==> config.mk <==
export PLATFORM = sky130hd
export DESIGN_NAME = ccff_chain_loader
export DESIGN_NICKNAME = d
export VERILOG_FILES = /design/src/rtl/ccff_pkg.sv /design/src/rtl/ccff_word_serializer.sv /design/src/rtl/ccff_chain_loader.sv
export SDC_FILE = /design/constraint.sdc
export NUM_CORES = 1
export LEC_CHECK = 0
export CAP_MARGIN = 20
export CORE_AREA = 8 8 81 54
export CTS_BUF_LIST = sky130_fd_sc_hd__clkbuf_8
export DETAILED_ROUTE_END_ITERATION = 8
export DIE_AREA = 0 0 89 62
export MAX_ROUTING_LAYER = met4
export PLACE_DENSITY_LB_ADDON = 0.08
export SETUP_SLACK_MARGIN = 0.3
export SYNTH_ARGS = -nofsm -noshare
export SYNTH_HDL_FRONTEND = slang
export SYNTH_SLANG_ARGS = --single-unit
==> constraint.sdc <==
create_clock -name prog_clk -period 1.5 [get_ports prog_clk]
set_input_delay 0.375 -clock prog_clk [delete_from_list [all_inputs] [get_ports prog_clk]]
set_output_delay 0.375 -clock prog_clk [all_outputs]
set_load 0.005 [all_outputs]
==> src/rtl/ccff_pkg.sv <==
// Shared definitions for the CCFF configuration-chain loader:
// FSM state encoding, per-tile chain lengths, counter width and word-count helper.
// The CHECK state exists only when CCFF_CHAIN_LOADER_READBACK_EN is defined.
package ccff_pkg;

  // Default chain lengths per tile type
  localparam int CBX_CHAIN_LEN = 10;  // 3+3+2+2: two size-6 and two size-2 muxes
  localparam int CBY_CHAIN_LEN = 10;
  localparam int SB_CHAIN_LEN  = 24;

  localparam int CCFF_WORD_W = 8;

  // bit_cnt must hold the value CHAIN_LEN itself, hence the +1
  localparam int CCFF_CNT_W = $clog2(CBX_CHAIN_LEN + 1);

  typedef enum logic [2:0] {
    ST_IDLE  = 3'd0,
    ST_FETCH = 3'd1,
    ST_SHIFT = 3'd2,
    ST_DONE  = 3'd3
`ifdef CCFF_CHAIN_LOADER_READBACK_EN
    ,
    ST_CHECK = 3'd4
`endif
  } ccff_state_e;

  // Number of words a full load consumes: ceil(chain_len / word_w)
  function automatic int ccff_word_count(input int chain_len, input int word_w);
    return (chain_len + word_w - 1) / word_w;
  endfunction

endpackage

==> src/rtl/ccff_word_serializer.sv <==
// Holds one configuration word and presents it LSB first, one bit per shift.
// last_o flags that the bit currently presented is the top bit of the word.
module ccff_word_serializer #(
  parameter int WORD_W = 8
) (
  input  logic              clk_i,
  input  logic              rst_i,
  input  logic              load_i,
  input  logic [WORD_W-1:0] data_i,
  input  logic              shift_i,
  output logic              bit_o,
  output logic              last_o
);

  localparam int IDX_W = (WORD_W > 1) ? $clog2(WORD_W) : 1;

  logic [WORD_W-1:0] word_q, word_d;
  logic [IDX_W-1:0]  idx_q, idx_d;

  // Load restarts the index at bit 0; each shift advances to the next bit
  always_comb begin
    word_d = word_q;
    idx_d  = idx_q;
    if (load_i) begin
      word_d = data_i;
      idx_d  = '0;
    end else if (shift_i) begin
      idx_d = idx_q + 1'b1;
    end
  end

  // Word and index registers
  always_ff @(posedge clk_i or posedge rst_i) begin
    if (rst_i) begin
      word_q <= '0;
      idx_q  <= '0;
    end else begin
      word_q <= word_d;
      idx_q  <= idx_d;
    end
  end

  assign bit_o  = word_q[idx_q];
  assign last_o = (idx_q == IDX_W'(WORD_W - 1));

endmodule

==> src/rtl/ccff_chain_loader.sv <==
// Serialises configuration words into one tile's CCFF scan chain.
// Bit 0 of each word is shifted first, so the first stream bit lands in the
// tail-most memory cell. Exactly CHAIN_LEN shift cycles are issued per load.
// Optional build macro CCFF_CHAIN_LOADER_READBACK_EN adds a rotate-and-compare
// CHECK pass after the load and a cfg_err output.
module ccff_chain_loader
  import ccff_pkg::*;
#(
  parameter int CHAIN_LEN = CBX_CHAIN_LEN,
  parameter int WORD_W    = CCFF_WORD_W
) (
  input  logic                           prog_clk,
  input  logic                           prog_reset,
  input  logic                           start,
  input  logic [WORD_W-1:0]              cfg_data,
  input  logic                           cfg_valid,
  output logic                           cfg_ready,
  output logic                           ccff_head,
  output logic                           ccff_shift_en,
  input  logic                           ccff_tail,
  output logic                           busy,
  output logic                           done,
  output logic [$clog2(CHAIN_LEN+1)-1:0] bit_cnt
`ifdef CCFF_CHAIN_LOADER_READBACK_EN
  ,
  output logic                           cfg_err
`endif
);

  localparam int CNT_W = $clog2(CHAIN_LEN + 1);

  ccff_state_e state_q, state_d;
  logic [CNT_W-1:0] bit_cnt_q, bit_cnt_d;

  logic ser_load;
  logic ser_shift;
  logic ser_bit;
  logic ser_last;
  logic last_shift;

  // Handshake happens only in FETCH; the serializer advances only in SHIFT
  assign ser_load   = (state_q == ST_FETCH) && cfg_valid;
  assign ser_shift  = (state_q == ST_SHIFT);
  assign last_shift = (bit_cnt_q == CNT_W'(CHAIN_LEN - 1));

  ccff_word_serializer #(
    .WORD_W (WORD_W)
  ) u_serializer (
    .clk_i   (prog_clk),
    .rst_i   (prog_reset),
    .load_i  (ser_load),
    .data_i  (cfg_data),
    .shift_i (ser_shift),
    .bit_o   (ser_bit),
    .last_o  (ser_last)
  );

`ifdef CCFF_CHAIN_LOADER_READBACK_EN
  // Shadow fills from the top so the first shifted bit ends up in bit 0,
  // matching the order in which the tail returns bits during CHECK.
  logic [CHAIN_LEN-1:0] shadow_q, shadow_d;
  logic [CNT_W-1:0]     chk_cnt_q, chk_cnt_d;
  logic                 err_q, err_d;
  logic                 chk_last;

  assign chk_last = (chk_cnt_q == CNT_W'(CHAIN_LEN - 1));
`else
  // Tail is only observed by the readback pass
  logic unused_tail;
  assign unused_tail = ccff_tail;
`endif

  // Next-state logic for the load FSM and its counters
  always_comb begin
    state_d   = state_q;
    bit_cnt_d = bit_cnt_q;
`ifdef CCFF_CHAIN_LOADER_READBACK_EN
    shadow_d  = shadow_q;
    chk_cnt_d = chk_cnt_q;
    err_d     = err_q;
`endif
    case (state_q)
      // A start from DONE goes straight to FETCH; no IDLE cycle is spent
      ST_IDLE, ST_DONE: begin
        if (start) begin
          state_d   = ST_FETCH;
          bit_cnt_d = '0;
`ifdef CCFF_CHAIN_LOADER_READBACK_EN
          chk_cnt_d = '0;
          err_d     = 1'b0;
`endif
        end
      end
      ST_FETCH: begin
        if (cfg_valid) begin
          state_d = ST_SHIFT;
        end
      end
      ST_SHIFT: begin
        bit_cnt_d = bit_cnt_q + 1'b1;
`ifdef CCFF_CHAIN_LOADER_READBACK_EN
        shadow_d  = {ser_bit, shadow_q[CHAIN_LEN-1:1]};
`endif
        // The chain length wins over the word boundary: leftover word bits are dropped
        if (last_shift) begin
`ifdef CCFF_CHAIN_LOADER_READBACK_EN
          state_d = ST_CHECK;
`else
          state_d = ST_DONE;
`endif
        end else if (ser_last) begin
          state_d = ST_FETCH;
        end
      end
`ifdef CCFF_CHAIN_LOADER_READBACK_EN
      // Rotate the chain once around, comparing each returning bit to the shadow
      ST_CHECK: begin
        chk_cnt_d = chk_cnt_q + 1'b1;
        shadow_d  = {shadow_q[0], shadow_q[CHAIN_LEN-1:1]};
        if (ccff_tail != shadow_q[0]) begin
          err_d = 1'b1;
        end
        if (chk_last) begin
          state_d = ST_DONE;
        end
      end
`endif
      default: begin
        state_d = ST_IDLE;
      end
    endcase
  end

  // State and counter registers; reset drops shift enable immediately
  always_ff @(posedge prog_clk or posedge prog_reset) begin
    if (prog_reset) begin
      state_q   <= ST_IDLE;
      bit_cnt_q <= '0;
    end else begin
      state_q   <= state_d;
      bit_cnt_q <= bit_cnt_d;
    end
  end

`ifdef CCFF_CHAIN_LOADER_READBACK_EN
  // Readback shadow, check counter and sticky error flag
  always_ff @(posedge prog_clk or posedge prog_reset) begin
    if (prog_reset) begin
      shadow_q  <= '0;
      chk_cnt_q <= '0;
      err_q     <= 1'b0;
    end else begin
      shadow_q  <= shadow_d;
      chk_cnt_q <= chk_cnt_d;
      err_q     <= err_d;
    end
  end

  assign cfg_err       = err_q;
  assign ccff_shift_en = (state_q == ST_SHIFT) || (state_q == ST_CHECK);
  assign busy          = (state_q == ST_FETCH) || (state_q == ST_SHIFT) || (state_q == ST_CHECK);
  assign ccff_head     = (state_q == ST_SHIFT) ? ser_bit :
                         (state_q == ST_CHECK) ? ccff_tail : 1'b0;
`else
  assign ccff_shift_en = (state_q == ST_SHIFT);
  assign busy          = (state_q == ST_FETCH) || (state_q == ST_SHIFT);
  assign ccff_head     = (state_q == ST_SHIFT) ? ser_bit : 1'b0;
`endif

  // cfg_ready depends on state only, never on cfg_valid
  assign cfg_ready = (state_q == ST_FETCH);
  assign done      = (state_q == ST_DONE);
  assign bit_cnt   = bit_cnt_q;

endmodule

==> impl_metrics.yaml <==
drt:
  firstDrtPassIters: 4
  routed-via-count: 805
  routed_wirelength_mm: 2.49
  routedWlPerCell_um: 13.8
  via_per_inst: 4.47
  ant_nets: 0
  drtIter0Drc: 23
  route.detailed.drc: 0
synthesis:
  seq_area_frac_synth_pct: 46.5
  synthAdderAreaFrac_pct: 10.9
  synth.avg_cell_area_um2: 11.7
  synth_nets: 99
  postSynthCellCount: 78
  synthMuxAreaShare_pct: 20.1
  ys_ff_latch: 17
  synth_compound_area_share_pct: 10.7
  synthXorXnorAreaFrac_pct: 1.92
  ys_types: 22
  netlist_area_um2: 915
  synthSimpleGateAreaFrac_pct: 5.61
  synth_top_family_by_area: "multiplexers"
  yosys_warnings: 0
die:
  die_width_um: 89
  core-area_um2: 3160
  row_count: 16
  dieArea_um2: 5520
  die_h_um: 62
  start_util_pct: 28.9
  ios: 22
worst_setup_path:
  critPathMaxFanout: 2
  critPathCaptureType: "primary output"
  path_class: "reg -> out"
  reg2reg_depth: 9
  cp.arrival_ns: 1.43
  start_kind: "flop"
  crit_required_ns: 1.12
  r2r_end: "state_q[0]"
  reg2reg_slack_ns: -0.09
  r2r-start: "state_q[0]"
pwr:
  powerDensity_nw_per_um2: 2130
  peakVddDrop_v: 0.00129
  power.total_mw: 3.60
  p_leak_nw: 0.796
clock_tree:
  h-tree-depth: 1
  clkTransAtPathRegs_ns: 0.07
  numCtsBuffers: 3
  cts_sinks: 17
  clockBufferDepth: 2
  hold_buffers: 0
  cts_tree: "done"
  root_buffer: "clkbuf_8"
  clk_latency_ns: 0.25
global_route:
  grt_usage_pct: 10.5
  grt_pass1_vias: 872
  grt_max_degree: 18
  antenna_found_initial: 0
  grt_pass1_wl_mm: 4.26
  overflow: 0
timing:
  finalHoldViolations: 0
  finalSetupViolations: 10
  slew_headroom_pct: 78.5
  period_needed_ns: 1.81
  setup_ws_ns: -0.306
  fmax_ghz: 0.554
  worst_pin_slew_ns: 0.322
  grt_setup_unrepaired: "yes"
  min_period_over_period_pct: 120
  fin_skew_ns: 0.00536
  final_max_slew_viol_count: 0
finish:
  diodes: 0
  drive_gt1_share_pct: 55.6
  areaGrowthSynthToFinish_pct: 85.0
  nets: 157
  instances_no_fill: 180
hold_path:
  hold_class: "in -> async"
run:
  timing.max_cap.violations: 0
place:
  io_buffers: 20
  gp_congestion: 0.694
  dp_hpwl_mm: 1.69
  dp_cells: 162
status:
  violations: "negative setup slack"
  outcome: "finished, violations left"
-- state kept, by name (all words and copies together) (netlist names) --
register and cells:
bit_cnt 4, state_q 2, u_serializer.idx_q 3, u_serializer.word_q 8
-- worst max-delay path: stages (launching register included) --
cell and delay [ns]:
dfrtp_1 0.37, mux4_2 0.49, mux2i_1 0.14, nor2_1 0.05
buf_2 0.13
-- layout make-up --
cell class                 instances  area (um2)
fill                             310        1470
multi-input combinational         51         627
timing repair buffer              54         495
sequential                        17         427
tap                               45        56.3
clock buffer                       3        41.3
inverter                           9        41.3
clock inverter                     1        3.75
-- per-stage QoR --
stage | instance area (um2) | utilization, % | setup TNS (ns) | worst slack (ns) | hold slack (ns)
3_3_place_gp | 1400 | 44.2 | -1.57 | -0.361 | 0.504
6_report | 1690 | 53.5 | -1.05 | -0.306 | 0.438
3_5_place_dp | 1400 | 44.2 | -1.53 | -0.380 | 0.501
2_1_floorplan | 996 | - | 0 | 0.0252 | 0.301
5_1_grt | 1690 | 53.5 | -1.70 | -0.435 | 0.466
4_1_cts | 1610 | 50.9 | -0.935 | -0.324 | 0.443
-- Yosys cell counts --
master,count,share of area [%]
dfrtp_1,17,47
inv_1,9,3.7
mux2_2,9,11
ha_1,8,11
mux2i_1,6,6.6
a21oi_1,4,2.2
nand2_1,4,1.6
o21ai_0,4,2.2
a22o_1,2,1.9
nand3_1,2,1.1
xnor2_1,2,1.9
a21boi_0,1,0.82
a31oi_1,1,0.68
a32o_1,1,1.1
and3_1,1,0.68
buf_2,1,0.55
mux4_2,1,2.5
nand2b_2,1,0.96
nand3b_1,1,0.82
nor2_1,1,0.41
o22a_1,1,0.96
o31ai_1,1,0.82
-- logic make-up (layout without fill, tap and decap cells) --
kind of cell / count (synthesis) / count (layout)
fa+ha+maj: 8 / 8
mux: 16 / 16
xor+xnor: 2 / 2
compound gates: 15 / 15
simple gates: 10 / 10
buf+inv: 10 / 67
flops: 17 / 17
-- how the worst max path moves through the flow --
stage / startpoint / end / slack [ns] / depth (start not counted)
floorplan: u_serializer.idx_q[0] / ccff_head / 0.03 / 3
global placement: u_serializer.idx_q[1] / ccff_head / -0.36 / 4
detailed placement: u_serializer.idx_q[0] / ccff_head / -0.38 / 4
CTS: u_serializer.idx_q[0] / ccff_head / -0.32 / 4
global route: u_serializer.idx_q[0] / ccff_head / -0.43 / 4
finish: u_serializer.idx_q[0] / ccff_head / -0.31 / 4
-- routing by layer --
layer / up-vias / wire length (um) / track usage [%] / share of wire [%]
met3: 2 / 113 / 3.02 / 4.5
met5: - / 0 / - / 0
met4: 0 / 31 / 2.82 / 1.2
met1: 396 / 1270 / 13.8 / 51
li1: 393 / - / - / -
met2: 14 / 1070 / 15.2 / 43
-- report_power, final --
part,switching [mW],internal (mW),leakage [nW],total (mW)
Sequential,0.127,0.659,0.210,0.786
Combinational,0.955,1.51,0.559,2.47
Clock,0.163,0.182,0.0269,0.344
-- cells in the final DEF, fill, tap and decap left out, types with 2 or more instances in the layout --
| cell | count |
|---|---|
| o21ai_4 | 2 |
| clkdlybuf4s50_1 | 11 |
| clkbuf_8 | 3 |
| mux2_4 | 8 |
| dfrtp_1 | 16 |
| inv_4 | 3 |
| mux2i_1 | 6 |
| nand3_2 | 2 |
| a22o_1 | 2 |
| inv_1 | 7 |
| buf_2 | 5 |
| ha_1 | 4 |
| buf_6 | 18 |
| a21oi_1 | 4 |
| ha_4 | 4 |
| nand2_2 | 2 |
| buf_4 | 19 |
-- timing repair --
action / 4_1_cts / 5_1_grt
endpoints found under the setup margin: 23 / 22
pin swaps: 4 / 6
setup buffers: 12 / 2
resized for setup: 64 / 13
No activity file was read; power rests on OpenSTA's default activity.
==> RTL change: new RTL, config.mk and constraints unchanged <==
`word_q` no longer has a reset.
--- a/src/rtl/ccff_word_serializer.sv
+++ b/src/rtl/ccff_word_serializer.sv
@@ -32,12 +32,14 @@
   // Word and index registers
   always_ff @(posedge clk_i or posedge rst_i) begin
     if (rst_i) begin
-      word_q <= '0;
       idx_q  <= '0;
     end else begin
-      word_q <= word_d;
       idx_q  <= idx_d;
     end
+  end
+
+  always_ff @(posedge clk_i) begin
+    word_q <= word_d;
   end
 
   assign bit_o  = word_q[idx_q];
Formal check against the unedited RTL: same outputs for any inputs over 10 cycles, from zero or initial values and one cycle with prog_reset high; that may be too few to reach the edited logic, so the function may still have changed.
==> RTL change against the unedited design <==
The flow still finishes with violations (setup timing); final cell count fell by 5.6%; sequential cell count unchanged; die area stayed put; utilization fell by 4.9 points; area after synthesis fell by 7.7%; global-route usage fell by 1.6 points; routed wire length shrank 10%; design area decreased by 9.2%; worst hold slack worse by 0.048 ns; first-iteration DRC count is 8.7% higher; total power shrank 16%; setup slack barely moved; largest power group unchanged; highest routed layer is now met3.
==> RTL change: results (changes against the unedited design) <==
set qor(run_status) {finished with violations} ;# unchanged
set qor(violations) {setup timing} ;# unchanged
set qor(worstSetupStartpoint) {u_serializer.idx_q[1]$_DFFE_PP0P_} ;# was u_serializer.idx_q[0]$_DFFE_PP0P_
set qor(cell_types_with_the_largest_area_share_after_synthesis) {sky130_fd_sc_hd__edfxtp_1 (28%), sky130_fd_sc_hd__dfrtp_1 (27%), sky130_fd_sc_hd__ha_1 (12%)} ;# was sky130_fd_sc_hd__dfrtp_1 (47%), sky130_fd_sc_hd__mux2_2 (11%), sky130_fd_sc_hd__ha_1 (11%)
set qor(synth_xor_area_frac) 0.0104 ;# was 0.0192
set qor(ir_worst_vdd_mv) 0.610 ;# was 1.29 mV
set qor(post_placement_setup_slack_ns) -0.366 ;# was -0.380 ns
set qor(grtUsageMet3) 0.0381 ;# was 0.0302
set qor(met1Wirelength_um) 1120 ;# was 1270 um
set qor(synth_compound_area_frac) 0.0859 ;# was 0.107
set qor(drt-initial-drc-count) 25 ;# was 23
set qor(hold_slack_ns) 0.390 ;# was 0.438 ns
set qor(global_route.usage.met2) 0.131 ;# was 0.152
set qor(routed_wl_um) 2240 ;# was 2490 um
set qor(syn_inst) 69 ;# was 78
set qor(final_cell_count_no_fill) 170 ;# was 180
set qor(total_leakage_power_nw) 0.684 ;# was 0.796 nW
set qor(rr_endpoint) {u_serializer.word_q[2]$_DFFE_PP_} ;# was state_q[0]$_DFFE_PP0P_
set qor(setup_viol_count_final) 15 ;# was 10
set qor(place.detailed.instances) 145 ;# was 162
set qor(cts_repair_resize_count) 74 ;# was 64
set qor(layout_setup_ws_ns) -0.306 ;# about the same
set qor(multiInputGateArea_um2) 445 ;# was 627 um^2
set qor(fin_skew_ns) 0.00326 ;# was 0.00536 ns
set qor(ys_top_cells_by_count) {sky130_fd_sc_hd__dfrtp_1 (9), sky130_fd_sc_hd__edfxtp_1 (8), sky130_fd_sc_hd__ha_1 (8), sky130_fd_sc_hd__inv_1 (8)} ;# was sky130_fd_sc_hd__dfrtp_1 (17), sky130_fd_sc_hd__inv_1 (9), sky130_fd_sc_hd__mux2_2 (9)
set qor(dpl_cell_area_um2) 1220 ;# was 1400 um^2
set qor(timing.reg2reg.worst_path_depth) 7 ;# was 9
set qor(r2r_setup_slack_ns) -0.03 ;# was -0.09 ns
set qor(worstMarginPinSlew_ns) 0.372 ;# was 0.322 ns
set qor(number_of_global_route_vias_before_repair) 693 ;# was 872
set qor(synthArstFlopShare) 0.529 ;# was 1.00
set qor(routed_wl_met2_um) 987 ;# was 1070 um
set qor(final.fill_count) 319 ;# was 310
set qor(average_via_count_per_standard_cell) 4.07 ;# was 4.47
set qor(dpl.hpwl_um) 1430 ;# was 1690 um
set qor(pin_count_of_the_biggest_net_entering_global_routing) 11 ;# was 18
set qor(power.density_nw_per_um2) 1970 ;# was 2130 nW/um^2
set qor(place_congestion) 0.740 ;# was 0.694
set qor(timing.setup.tns_ns) -0.895 ;# was -1.05 ns
set qor(grt.met1_usage) 0.113 ;# was 0.138
RTL change: changes by cell type after synthesis, moves of 2 or more:
cell,delta
sky130_fd_sc_hd__nand2_1,+2
sky130_fd_sc_hd__edfxtp_1,+8
sky130_fd_sc_hd__a21oi_1,-4
sky130_fd_sc_hd__nor2_1,+3
sky130_fd_sc_hd__dfrtp_1,-8
sky130_fd_sc_hd__mux2_2,-8
RTL change: cell type report:
type | count | share of cell area
multi-input cells | 44 | 0.290
clock inverters | 1 | 0.00326
clock buffers | 3 | 0.0269
flip-flops and latches | 17 | 0.304
repair buffers | 52 | 0.315
well taps | 45 | 0.0366
inverters | 8 | 0.0244
RTL change: worst max-delay path, stage by stage, from the launching register on:
cell	delay, ns
sky130_fd_sc_hd__dfrtp_1	0.37
sky130_fd_sc_hd__mux4_2	0.49
sky130_fd_sc_hd__mux2i_1	0.14
sky130_fd_sc_hd__nor2_1	0.05
sky130_fd_sc_hd__buf_2	0.13
